`src/rtl/pipe_ctrl_pkg.sv`:
```
// rtl/pipe_ctrl_pkg.sv - shared types and helpers for the pipeline stall sequencer
// Contents: controller state encoding, RawDist codes, bubble-count helper.
package pipe_ctrl_pkg;

  typedef enum logic [1:0] {
    RUN      = 2'd0,
    RAW_WAIT = 2'd1,
    MUL_WAIT = 2'd2
  } state_t;

  // Distance from the IF/ID reader to the nearest non-forwardable writer.
  localparam logic [1:0] RAW_NONE = 2'd0;
  localparam logic [1:0] RAW_EX   = 2'd1;
  localparam logic [1:0] RAW_MEM  = 2'd2;
  localparam logic [1:0] RAW_WB   = 2'd3;

  // Bubbles needed before the ID-stage instruction may advance.
  // A writer in WB needs none because the register file writes first.
  function automatic logic [1:0] bubble_count(input logic load_use, input logic [1:0] raw_dist);
    logic [1:0] raw_n;
    case (raw_dist)
      RAW_EX:  raw_n = 2'd2;
      RAW_MEM: raw_n = 2'd1;
      default: raw_n = 2'd0;
    endcase
    if (load_use && (raw_n == 2'd0))
      return 2'd1;
    return raw_n;
  endfunction

endpackage

```
`src/rtl/sat_counter.sv`:
```
// rtl/sat_counter.sv - saturating up-counter with synchronous clear
// Ports:
//   clk   in   clock
//   clr   in   synchronous clear (wins over inc)
//   inc   in   count up by one, holding at all-ones
//   count out  current value
module sat_counter #(
  parameter int W = 16
) (
  input  logic         clk,
  input  logic         clr,
  input  logic         inc,
  output logic [W-1:0] count
);

  always_ff @(posedge clk) begin
    if (clr)
      count <= '0;
    else if (inc && (count != {W{1'b1}}))
      count <= count + W'(1);
  end

endmodule

```
`src/rtl/pipeline_stall_sequencer.sv`:
```
// rtl/pipeline_stall_sequencer.sv - stall/bubble/flush sequencer for the 5-stage MIPS pipeline
// Ports:
//   Clk, Rst                 clock, synchronous active-high reset
//   LoadUse, RawDist         hazard indications from the ID-stage comparators
//   BranchTaken              branch resolved taken in ID
//   MulReq, MulDone          multiplier request (ID/EX holds mult) and result pulse
//   PCWrite, IF_ID_Write     front-end enables
//   IF_Flush                 IF/ID loads a NOP
//   ID_EX_Bubble/ID_EX_Hold  ID/EX control-NOP / keep contents
//   EX_MEM_Bubble            EX/MEM loads zeros
//   MulGo                    one-cycle multiplier start
//   MulTimeout               sticky multiplier timeout flag
//   StallCycles              saturating count of PCWrite=0 cycles
module pipeline_stall_sequencer
  import pipe_ctrl_pkg::*;
#(
  parameter int MUL_TIMEOUT = 16,
  parameter int CNT_W       = 16
) (
  input  logic             Clk,
  input  logic             Rst,
  input  logic             LoadUse,
  input  logic [1:0]       RawDist,
  input  logic             BranchTaken,
  input  logic             MulReq,
  input  logic             MulDone,
  output logic             PCWrite,
  output logic             IF_ID_Write,
  output logic             IF_Flush,
  output logic             ID_EX_Bubble,
  output logic             ID_EX_Hold,
  output logic             EX_MEM_Bubble,
  output logic             MulGo,
  output logic             MulTimeout,
  output logic [CNT_W-1:0] StallCycles
);

  localparam int WAIT_W = $clog2(MUL_TIMEOUT + 1);

  state_t            state;
  logic [1:0]        bcnt;
  logic [1:0]        need;
  logic [WAIT_W-1:0] wait_cnt;
  logic              mul_expire;

  assign need = bubble_count(LoadUse, RawDist);

  // wait_cnt is 0 in the first MUL_WAIT cycle, so the last allowed cycle sees MUL_TIMEOUT-1.
  assign mul_expire = (state == MUL_WAIT) && !MulDone &&
                      (wait_cnt == WAIT_W'(MUL_TIMEOUT - 1));

  // Outputs are combinational so a hazard stalls in the cycle it is presented.
  always_comb begin
    PCWrite       = 1'b1;
    IF_ID_Write   = 1'b1;
    IF_Flush      = 1'b0;
    ID_EX_Bubble  = 1'b0;
    ID_EX_Hold    = 1'b0;
    EX_MEM_Bubble = 1'b0;
    MulGo         = 1'b0;
    if (Rst) begin
      PCWrite       = 1'b0;
      IF_ID_Write   = 1'b0;
      ID_EX_Bubble  = 1'b1;
      EX_MEM_Bubble = 1'b1;
    end else begin
      case (state)
        RUN: begin
          if (MulReq) begin
            MulGo         = 1'b1;
            ID_EX_Hold    = 1'b1;
            PCWrite       = 1'b0;
            IF_ID_Write   = 1'b0;
            EX_MEM_Bubble = 1'b1;
          end else if (need != 2'd0) begin
            PCWrite      = 1'b0;
            IF_ID_Write  = 1'b0;
            ID_EX_Bubble = 1'b1;
          end else if (BranchTaken) begin
            IF_Flush = 1'b1;
          end
        end
        RAW_WAIT: begin
          PCWrite      = 1'b0;
          IF_ID_Write  = 1'b0;
          ID_EX_Bubble = 1'b1;
        end
        MUL_WAIT: begin
          PCWrite       = 1'b0;
          IF_ID_Write   = 1'b0;
          // Release ID/EX and let EX/MEM capture the product in the MulDone cycle.
          ID_EX_Hold    = !MulDone;
          EX_MEM_Bubble = !MulDone;
        end
        default: begin
          PCWrite       = 1'b0;
          IF_ID_Write   = 1'b0;
          ID_EX_Bubble  = 1'b1;
        end
      endcase
    end
  end

  always_ff @(posedge Clk) begin
    if (Rst) begin
      state      <= RUN;
      bcnt       <= 2'd0;
      MulTimeout <= 1'b0;
    end else begin
      case (state)
        RUN: begin
          if (MulReq) begin
            state <= MUL_WAIT;
          end else if (need == 2'd2) begin
            bcnt  <= 2'd1;
            state <= RAW_WAIT;
          end
        end
        RAW_WAIT: begin
          // Leave once the decrement brings Bcnt to zero, so RUN + RAW_WAIT
          // together give exactly the requested bubble count.
          if (bcnt != 2'd0)
            bcnt <= bcnt - 2'd1;
          if (bcnt <= 2'd1)
            state <= RUN;
        end
        MUL_WAIT: begin
          if (MulDone) begin
            state <= RUN;
          end else if (mul_expire) begin
            MulTimeout <= 1'b1;
            state      <= RUN;
          end
        end
        default: state <= RUN;
      endcase
    end
  end

  sat_counter #(.W(CNT_W)) u_stall_cnt (
    .clk   (Clk),
    .clr   (Rst),
    .inc   (!PCWrite),
    .count (StallCycles)
  );

  // Cleared outside MUL_WAIT so every multiply starts its wait from zero.
  sat_counter #(.W(WAIT_W)) u_wait_cnt (
    .clk   (Clk),
    .clr   (Rst || (state != MUL_WAIT)),
    .inc   (state == MUL_WAIT),
    .count (wait_cnt)
  );

endmodule

```
`config.mk`:
```
export PLATFORM = sky130hd
export DESIGN_NAME = pipeline_stall_sequencer
export DESIGN_NICKNAME = d
export VERILOG_FILES = /design/src/rtl/pipe_ctrl_pkg.sv /design/src/rtl/sat_counter.sv /design/src/rtl/pipeline_stall_sequencer.sv
export SDC_FILE = /design/constraint.sdc
export NUM_CORES = 1
export LEC_CHECK = 0
export BUFFER_PORTS_ARGS = -buffer_cell sky130_fd_sc_hd__buf_2
export CORE_MARGIN = 3
export CORE_UTILIZATION = 53
export DETAILED_ROUTE_END_ITERATION = 8
export GPL_ROUTABILITY_DRIVEN = 0
export PLACE_DENSITY_LB_ADDON = 0.12
export RECOVER_POWER = 25
export SETUP_SLACK_MARGIN = 0.4
export SLEW_MARGIN = 15
export SYNTH_ARGS = -nofsm -noshare
export SYNTH_HDL_FRONTEND = slang
export SYNTH_SLANG_ARGS = --single-unit
```
`constraint.sdc`:
```
create_clock -name Clk -period 2.2 [get_ports Clk]
set_input_delay 0.11 -clock Clk [delete_from_list [all_inputs] [get_ports Clk]]
set_output_delay 0.11 -clock Clk [all_outputs]
set_load 0.1 [all_outputs]
```
==> results.md, run 1 <==
STA:
- Setup repair after global routing could not meet its margin everywhere.
- The worst slew slack as a fraction of its limit is 22.3%.
- After layout, the minimum clock period comes to 1740 ps.
- The final-layout setup total negative slack is 0 ps.
- Setup violations remaining at the end of the flow were counted as 0.
- Across all setup checks in the final design, the least slack found is 463 ps.
- After layout, the worst path uses between 70 and 80% of the clock period.
- The final count of hold timing violations came to 0.
- The final hold slack is 106 ps.
- The slew at the pin closest to its max-slew limit is 1170 ps.
- The max-slew violation total from the final report is 0.
- For this run, the top clock speed supported by timing is 0.576 GHz.
- The worst setup skew after layout is 2.33 ps.

Final layout:
- The filler cells instantiated in the layout total 209.
- Leaving out filler cells and counting taps, the final layout contains 228.
- 0 antenna diodes ended up in the layout.
- The net count of the finished layout is approximately 220.
- The sequential cells in the finished layout cover a total of 581 um2.
- The layout overhead on the synthesized area is 24.7%.
- The footprint of the multi-input gates is 923 um2.
- Of the cells placed in the final design, the portion with a size suffix greater than 1 is about 30%.

Place:
- The final HPWL from detailed placement is ~2.3 mm.
- In this run the tool buffered the top-level ports with 31 buffer cells.
- The number of placed instances, taps included is 224.
- The worst setup slack after placement is 390 ps.

Power:
- The design draws 0.897 mW.
- The largest vdd supply drop is 0.480 mV.
- In this run the static leakage power is 0.688 nW.
- The power density over the cells is 490 nW/um2.

GRT:
- The most used routing layer in global routing is met2.
- The number of antenna violations at the first check in global routing was 0.
- The global routing usage on met1 is 24.2%.
- The final global-route overflow total is 0.
- The global-route wire length before repair is 5.51 mm.
- The fraction of met3 tracks used by global routing is ~2.6%.
- The largest net degree at the start of global routing is 30.
- Global routing used 20.2% of the available tracks.
- The via count of the first global-routing pass is 1277.
- The met2 track utilization from global routing is 35.6%.

Worst hold path:
- The worst hold path begins at Rst.
- The min-delay analysis places its worst path in the category in2reg.
- The worst hold path passes through 3 cells.
- The worst hold path endpoint is state[1].

Setup path:
- For the worst flop-to-flop path, the logic depth is 4.
- STA classifies the critical path endpoint as an output port.
- The critical setup path kind is reg2out.
- The data required time at the worst endpoint is 2090 ps.
- The end of the worst register-to-register path is u_stall_cnt.count[9].
- The critical register-to-register path startpoint is u_stall_cnt.count[2].
- In this run the register-to-register setup slack is roughly 490 ps.
- STA puts the critical path data arrival time at 1630 ps.
- The type of element launching the critical path is a flop.
- The largest fanout on the critical path is 29.

Clocking:
- The clock sink count is 26.
- The clock tree from TritonCTS is yes.
- Buffers inserted during clock tree synthesis total 3.
- The later pin in the worst-skew pair is clocked with a latency of a little over 300 ps.
- The clock-pin slew reported for the worst setup and hold paths after clock tree synthesis is 140 ps.
- The maximum number of buffers from clock root to sink is 2.
- The root buffer cell is sky130_fd_sc_hd__clkbuf_4.
- Buffers inserted to repair hold after CTS numbered 0.
- The H-tree depth is 1.
- The number of buffers inserted by post-CTS setup repair is 0.

Route:
- The first routing iteration left 47 violations.
- The average vias per placed instance is 5.96.
- The average routed wire per standard cell is 13.9 um.
- Once detail routing completed, the nets flagged for antenna violations numbered 0.
- The pre-antenna-repair detailed-routing pass consisted of 4 iterations.
- The detailed-route DRC error count is 0.
- Wires add up to 3.18 mm.
- The vias after detailed routing is between 1000 and 1500.

Yosys:
- The number of distinct library cell variants in the gate-level netlist after synthesis is 41.
- The number of flip-flops and latches in the synthesized netlist is 26.
- The synthesized netlist occupies a cell area of 1470 um2.
- The Yosys step of the flow raised 0 warnings.
- The synthesized instance count is 168.
- The post-synthesis net count is 184.
- After synthesis, the mean cell area works out to 8.75 um2.
- The register area share after synthesis is 35.4%.

Floorplan:
- The initial core utilization is 57.3%.
- The core region is 2570 um2.
- In this run the count of I/O pins placed on the die edge is 32.
- The floorplan step defined a die boundary enclosing 3440 um2.
- The floorplan die height is 58.7 um.
- The initialized floorplan defines 18 standard-cell rows.
- From left edge to right edge, the die measures around 59 um.

Flow run:
- The tool flagged a number of max-cap violations equal to 0.

Outcome:
- The run finished with clean final reports.
## timing repair
item,4_1_cts,5_1_grt
pin swaps,0,1
gates resized for setup,1,5
setup endpoints to repair,1,13
## how the worst max path moves through the flow
stage,from,endpoint,slack (ps)
4_1_cts,u_stall_cnt.count[0],u_stall_cnt.count[5],410
6_report,state[1],IF_Flush,460
5_1_grt,state[1],IF_Flush,380
3_5_place_dp,RawDist[0],u_stall_cnt.count[9],390
2_1_floorplan,state[1],ID_EX_Hold,390
3_3_place_gp,RawDist[0],u_stall_cnt.count[12],440
## synth_stat cells (all sizes together)
| cell | count | area (um2) |
|---|---|---|
| nand2 | 6 | 22.5 |
| o41ai | 2 | 17.5 |
| or4 | 8 | 60.1 |
| nand4 | 5 | 37.5 |
| and4 | 1 | 8.76 |
| or3b | 2 | 17.5 |
| nand4b | 1 | 8.76 |
| dfxtp | 26 | 521 |
| nor4bb | 1 | 10.0 |
| mux2i | 2 | 20.0 |
| nor4b | 1 | 8.76 |
| ha | 8 | 100 |
| or2 | 1 | 6.26 |
| and2 | 1 | 6.26 |
| a211oi | 3 | 22.5 |
| xnor2 | 1 | 8.76 |
| buf | 6 | 50.0 |
| o31ai | 7 | 52.6 |
| nor2 | 19 | 73.8 |
| nand3 | 8 | 40.0 |
| mux2 | 6 | 67.6 |
| nand3b | 1 | 7.51 |
| a21boi | 1 | 7.51 |
| xor2 | 2 | 17.5 |
| nor2b | 8 | 50.1 |
| a2111oi | 1 | 8.76 |
| nor3 | 1 | 5.00 |
| nor4 | 6 | 52.6 |
| or3 | 1 | 6.26 |
| inv | 6 | 22.5 |
| and3 | 4 | 25.0 |
| nand2b | 2 | 12.5 |
| clkbuf | 4 | 15.0 |
| a21oi | 13 | 65.1 |
| o21ai | 3 | 15.0 |
## routing by layer
layer	up-vias	routed length, um
met2	34	1640
met3	4	133
met4	0	33
met5	-	0
met1	636	1370
li1	685	-
## through the flow
stage	area, um2	util, %
6_report	1830	71.4
5_1_grt	1830	71.4
4_1_cts	1830	71.4
3_5_place_dp	1800	70.3
3_3_place_gp	1800	70.3
2_1_floorplan	1600	-
## layout make-up
class | count | area share (%)
Clock buffer | 3 | 1.23
Clock inverter | 1 | 0.205
Inverter | 6 | 1.23
Multi-Input combinational cell | 126 | 50.4
Sequential cell | 26 | 31.7
Tap cell | 30 | 2.05
Timing Repair Buffer | 36 | 13.2
## layout by cell type (no fill, tap or decap), types with 7 or more instances in the layout
master / synthesis / final
sky130_fd_sc_hd__buf_2: 1 / 13
sky130_fd_sc_hd__nand3_1: 8 / 8
sky130_fd_sc_hd__nor2_1: 18 / 17
sky130_fd_sc_hd__dfxtp_1: 26 / 10
sky130_fd_sc_hd__nor2b_1: 8 / 8
sky130_fd_sc_hd__clkbuf_1: 4 / 12
sky130_fd_sc_hd__dfxtp_4: 0 / 16
sky130_fd_sc_hd__ha_1: 8 / 7
sky130_fd_sc_hd__a21oi_1: 13 / 13
sky130_fd_sc_hd__or4_1: 8 / 8
## worst max-delay path, stage by stage (launching register included)
cell and delay [ps]:
sky130_fd_sc_hd__dfxtp_1 350, sky130_fd_sc_hd__nor2_2 200, sky130_fd_sc_hd__and3_1 230, sky130_fd_sc_hd__buf_12 180, sky130_fd_sc_hd__and2_4 170, sky130_fd_sc_hd__buf_12 160
## power by group
group          total, mW  switching [mW]  internal [mW]
combinational      0.216           0.157         0.0591
clock              0.203           0.137         0.0663
sequential         0.478          0.0125          0.465
total              0.897           0.307          0.591
## sequential cells by signal, summed over array words and instances (netlist names)
name	flops
MulTimeout	1
bcnt	2
u_stall_cnt.count	16
state	2
u_wait_cnt.count	5
## cell families after synthesis
| kind of cell | share of synthesized area [%] |
|---|---|
| xor+xnor | 1.79 |
| fa+ha+maj | 6.81 |
| simple gates | 31.2 |
| flops | 35.4 |
| compound gates | 12.9 |
| mux | 5.96 |
| buf+inv | 5.96 |
Note: power is estimated with default switching activity, not from simulation.
==> run 2: changes to the inputs <==
--- a/config.mk
+++ b/config.mk
@@ -7,7 +7,7 @@
 export LEC_CHECK = 0
 export BUFFER_PORTS_ARGS = -buffer_cell sky130_fd_sc_hd__buf_2
 export CORE_MARGIN = 3
-export CORE_UTILIZATION = 53
+export CORE_UTILIZATION = 48
 export DETAILED_ROUTE_END_ITERATION = 8
 export GPL_ROUTABILITY_DRIVEN = 0
 export PLACE_DENSITY_LB_ADDON = 0.12
==> constraint.sdc (replaced) <==
create_clock -name Clk -period 1.4 [get_ports Clk]
set_input_delay 0.07 -clock Clk [delete_from_list [all_inputs] [get_ports Clk]]
set_output_delay 0.07 -clock Clk [all_outputs]
set_load 0.1 [all_outputs]
==> results.md, run 2 <==
Yosys:
- The post-synthesis net count was 184 (unchanged).
- Yosys instantiated no cell more often than sky130_fd_sc_hd__dfxtp_1.
- Ranked by total cell area, the synthesized netlist is headed by sky130_fd_sc_hd__dfxtp_1 (35%), sky130_fd_sc_hd__ha_1 (6.8%), sky130_fd_sc_hd__nor2_1 (4.6%).
- The register area share after synthesis is 35.4% (unchanged).
- The commonest cells after synthesis are sky130_fd_sc_hd__dfxtp_1 (26), sky130_fd_sc_hd__nor2_1 (18), sky130_fd_sc_hd__a21oi_1 (13).
- sky130_fd_sc_hd__dfxtp_1 takes more of the synthesized area than any other cell.
- In the synthesized netlist the dominant register cell turns out to be sky130_fd_sc_hd__dfxtp_1.
- The synthesized instance count was 168 (unchanged).
- The share of the synthesized area in the top cell type is 35.4% (unchanged).
- The count of flip-flops with a built-in enable after synthesis was 0 (unchanged).
- The async set or reset register ratio after synthesis came to 0% (unchanged).
- The count of warnings emitted by yosys came to 0 (unchanged).
- The number of flip-flops and latches in the synthesized netlist is 26 (unchanged).
- The mapped cell area was 1470 um2 (unchanged).
- The number of distinct library cell variants in the gate-level netlist after synthesis is 41 (unchanged).
- The mean area per synthesized cell came to 8.75 um2 (unchanged).

Clocking:
- The total of cells resized after clock tree synthesis is 120 (+119).
- The H-tree depth was 1 (unchanged).
- In this run the clock root is driven by a sky130_fd_sc_hd__clkbuf_4.
- The clock buffer count from CTS is 3 (unchanged).
- The clock sink count is 26 (unchanged).
- The maximum number of buffers from clock root to sink is 2 (unchanged).
- The count of hold-fix buffers inserted at cts is 0 (unchanged).
- The number of buffers inserted by post-CTS setup repair is 21 (+21).

Place:
- The total of buffers placed on input and output ports is 31 (unchanged).
- The area of placed instances came to 2210 um2 (+23%).
- The final HPWL from detailed placement is 2.78 mm (+19%).
- The number of placed instances, taps included is 258 (+15%).

Floorplan:
- The number of core rows is 19 (+1).
- The initial core utilization is 52.0% (-5.3 points).
- The width of the chip is 61.3 um (+4.6%).
- The floorplan die height was 61.3 um (+4.6%).
- The I/O pin total is 32 (unchanged).

Outcome:
- The flow did not finish.
- The halt point of the flow is clock tree synthesis (4_1_cts).
- The tool reported: "[ERROR DPL-0038] Utilization greater than 100%, impossible to legalize".
## run 2: cell counts after synthesis
No cell type changed its count.
## run 2: stage by stage
| step | hold slack [ps] | worst slack [ps] | util, % |
|---|---|---|---|
| floorplan | 229 | -330 | - |
| global placement | 405 | -344 | 78.2 |
| detailed placement | 416 | -401 | 78.2 |
## run 2: logic make-up after synthesis
group                    synth area share, %
AO/OA/AOI/OAI                           12.9
multiplexers                            5.96
adder cells (fa/ha/maj)                 6.81
flip-flops                              35.4
AND/OR/NAND/NOR                         31.2
buffers and inverters                   5.96
XOR/XNOR                                1.79
==> run 3: changes to the inputs <==
--- a/config.mk
+++ b/config.mk
@@ -7,12 +7,11 @@
 export LEC_CHECK = 0
 export BUFFER_PORTS_ARGS = -buffer_cell sky130_fd_sc_hd__buf_2
 export CORE_MARGIN = 3
-export CORE_UTILIZATION = 48
+export CORE_UTILIZATION = 39
 export DETAILED_ROUTE_END_ITERATION = 8
 export GPL_ROUTABILITY_DRIVEN = 0
-export PLACE_DENSITY_LB_ADDON = 0.12
+export PLACE_DENSITY_LB_ADDON = 0.15
 export RECOVER_POWER = 25
-export SETUP_SLACK_MARGIN = 0.4
 export SLEW_MARGIN = 15
 export SYNTH_ARGS = -nofsm -noshare
 export SYNTH_HDL_FRONTEND = slang
==> constraint.sdc (replaced) <==
create_clock -name Clk -period 1.8 [get_ports Clk]
set_input_delay 0.09 -clock Clk [delete_from_list [all_inputs] [get_ports Clk]]
set_output_delay 0.09 -clock Clk [all_outputs]
set_load 0.1 [all_outputs]
==> results.md, run 3 (synthesis gave the netlist of run 1 again) <==
Final layout:
- The library cell used most frequently in the layout, excluding fill and tap cells, is sky130_fd_sc_hd__nor2_1.
- Cells with a size suffix above 1 make up 38.6% of the layout.
- The top register by number of flip-flops is u_stall_cnt.count.
- The number of nets in the finished design is 219.
- In the final layout, the registers with the most flip-flops are u_stall_cnt.count: 16 flops, u_wait_cnt.count: 5 flops.
- The number of diodes added for antenna fixing is 0.
- The layout overhead on the synthesized area is 32.9%.
- After routing the design area is a little under 2000 um2.
- The library cells used most frequently in the layout, excluding fill and tap cells, are sky130_fd_sc_hd__nor2_1 (18), sky130_fd_sc_hd__dfxtp_4 (16), sky130_fd_sc_hd__buf_2 (15).
- The number of flip-flops in the largest register is 16.

Setup path:
- The highest cell delay on the worst timing path is approximately 380 ps.
- At the worst endpoint, the arrival time is 1880 ps.
- The critical setup path kind is reg2reg.
- In this run the worst path has a maximum fanout of 7.
- On the critical path, the stage with the largest delay is an instance of sky130_fd_sc_hd__dfxtp_4.
- The worst setup path is captured at a flop.
- The buffer and inverter count on the worst path is 1.
- The type of element launching the critical path is a flop.
- The data required time at the worst endpoint is 1980 ps.
- The kind of cell with the highest combined delay along the critical path is simple AND/OR/NAND/NOR gates.
- Walking the worst path, the cells encountered are ha_1, nand4_1, nor4_4, buf_4, nor4_1, mux2_2.

STA:
- The max-slew violation total from the final report is 0.
- The worst slew slack as a fraction of its limit is 63.7%.
- After layout, the worst path uses a little over nine tenths of the clock period.
- On the final layout, the worst clock skew is about 3.4 ps.
- Setup violations remaining at the end of the flow were counted as 0.
- The final count of hold timing violations is 0.
- In the final timing run, aggregate negative setup slack is 0 ps.
- The time the worst path needs with I/O delays and setup is about 1700 ps.
- For the pin with the worst max-slew slack, the measured transition is approximately 550 ps.
- The timing-limited maximum frequency is 0.588 GHz.
- The worst setup slack after layout is 99.7 ps.

Clocking:
- Clock-pin slew was measured on the worst setup and hold paths at 90 ps.
- The clock sink count is 26 (unchanged).
- The clock buffer count from CTS was 3 (unchanged).
- The number of buffers inserted by post-CTS setup repair came to 0 (-100%).
- The later pin in the worst-skew pair is clocked with a latency of 280 ps.
- TritonCTS built the clock tree.
- The H-tree depth is 1 (unchanged).
- The maximum number of buffers from clock root to sink is 2 (unchanged).
- Clock tree synthesis selected as its root buffer the cell sky130_fd_sc_hd__clkbuf_8.

Route:
- After detailed routing, the number of remaining DRC violations is 0.
- The pre-antenna-repair detailed-routing pass consisted of 4 iterations.
- For this block, the initial DRC count from the detailed router was 92.
- The remaining number of nets flagged by the antenna check after routing is 0.
- The average vias per placed instance is 5.43.
- Summing over every cut layer, the via total after detailed routing is 1347.
- After detailed routing, the average wire length per cell comes to 13.2 um.
- The routed wire length is 3.27 mm.

Power:
- Net switching is 31.2% of the power.
- The worst-case IR drop observed on VDD is 0.608 mV.
- The share of total power dissipated in the clock network is 33.8%.
- Dividing total power by cell area gives a power density of ~660 nW/um2.
- Of the total power, registers draw between 40 and 50%.
- The switching power is just over 0.4 mW.
- The internal power is 0.894 mW.
- Combinational logic is responsible for 21.3% of the overall power.
- In this run the static leakage power is between 0.7 and 0.8 nW.

GRT:
- For this run the aggregate overflow at the end of global routing stands at 0.
- Global routing consumed, on the met2 layer, 29.3% of the routing resources.
- The fraction of met3 tracks used by global routing is under 10%.
- Global routing consumed, over all layers together, 16.2% of the routing resources.
- The number of antenna violations at the first check in global routing is 0.
- The global routing usage on met1 is around 18%.
- The largest net degree at the start of global routing is 30.
- The via count of the first global-routing pass is 1345.
- In this run the most used layer during global routing was met2.
- The first global-routing pass estimated 5.61 mm of wire.

Worst hold path:
- The min-delay analysis places its worst path in the category in2reg.

Place:
- The final HPWL from detailed placement came to 2.47 mm (-11%).
- The total of buffers placed on input and output ports is 31 (unchanged).
- The area of placed instances is 1870 um2 (-15%).
- The worst setup slack after placement was -10.3 ps (+391 ps).

Floorplan:
- The width of the chip is 67.4 um (+9.9%).
- The I/O pin total was 32 (unchanged).
- The die footprint is 4540 um2.
- The floorplan die height was 67.4 um (+9.9%).
- The number of core rows is 21 (+2).
- The placeable core area is 3470 um2.
- The initial core utilization is 42.4% (-9.6 points).

Flow run:
- Max-cap violations in this run came to 0.

Outcome:
- The flow ran to the end, and the final reports show no timing, DRC or antenna violations.
run 3: cell type report:
class | instances | area [um2]
fill | 338 | 1510
multi-input combinational | 126 | 917
sequential | 26 | 581
timing repair buffer | 40 | 310
clock buffer | 4 | 66.3
tap | 46 | 57.6
inverter | 6 | 22.5
run 3: final timing paths:
path | startpoint | end | slack [ps] | depth (start not counted)
hold / removal | MulDone | state[1] | 160 | 4
setup / recovery | u_stall_cnt.count[0] | u_stall_cnt.count[11] | 100 | 6
hold reg to reg | MulTimeout | MulTimeout | 480 | 2
setup reg to reg | u_stall_cnt.count[0] | u_stall_cnt.count[11] | 100 | 6
run 3: worst register-to-register path, cell delays in order (launching register included):
cell	delay (ps)
sky130_fd_sc_hd__dfxtp_4	380
sky130_fd_sc_hd__ha_1	210
sky130_fd_sc_hd__nand4_1	140
sky130_fd_sc_hd__nor4_4	50
sky130_fd_sc_hd__buf_4	150
sky130_fd_sc_hd__nor4_1	300
sky130_fd_sc_hd__mux2_2	370
run 3: per-layer routing:
layer,routed length [um],up-vias
met5,0,-
met4,41,0
met3,151,4
met2,1640,23
met1,1440,627
li1,-,693
run 3: power by group through the flow:
stage,combinational (mW),sequential [mW],clock (mW)
floorplan,0.155,0.643,0
global placement,0.268,0.595,0
detailed placement,0.275,0.596,0
CTS,0.276,0.583,0.458
global route,0.292,0.585,0.478
finish,0.276,0.583,0.439
run 3: metrics by stage:
step	util [%]	power (mW)	hold WS, ps	instances
after floorplan	-	0.797	276	168
after global placement	53.9	0.863	447	244
after detailed placement	53.9	0.871	455	244
after CTS	55.8	1.32	149	248
after global routing	56.3	1.36	178	248
final	56.3	1.30	156	248
run 3: what timing repair did:
item,in CTS,in global routing
endpoints found under the setup margin,0,3
gates resized for setup,0,3
hold buffers,0,0
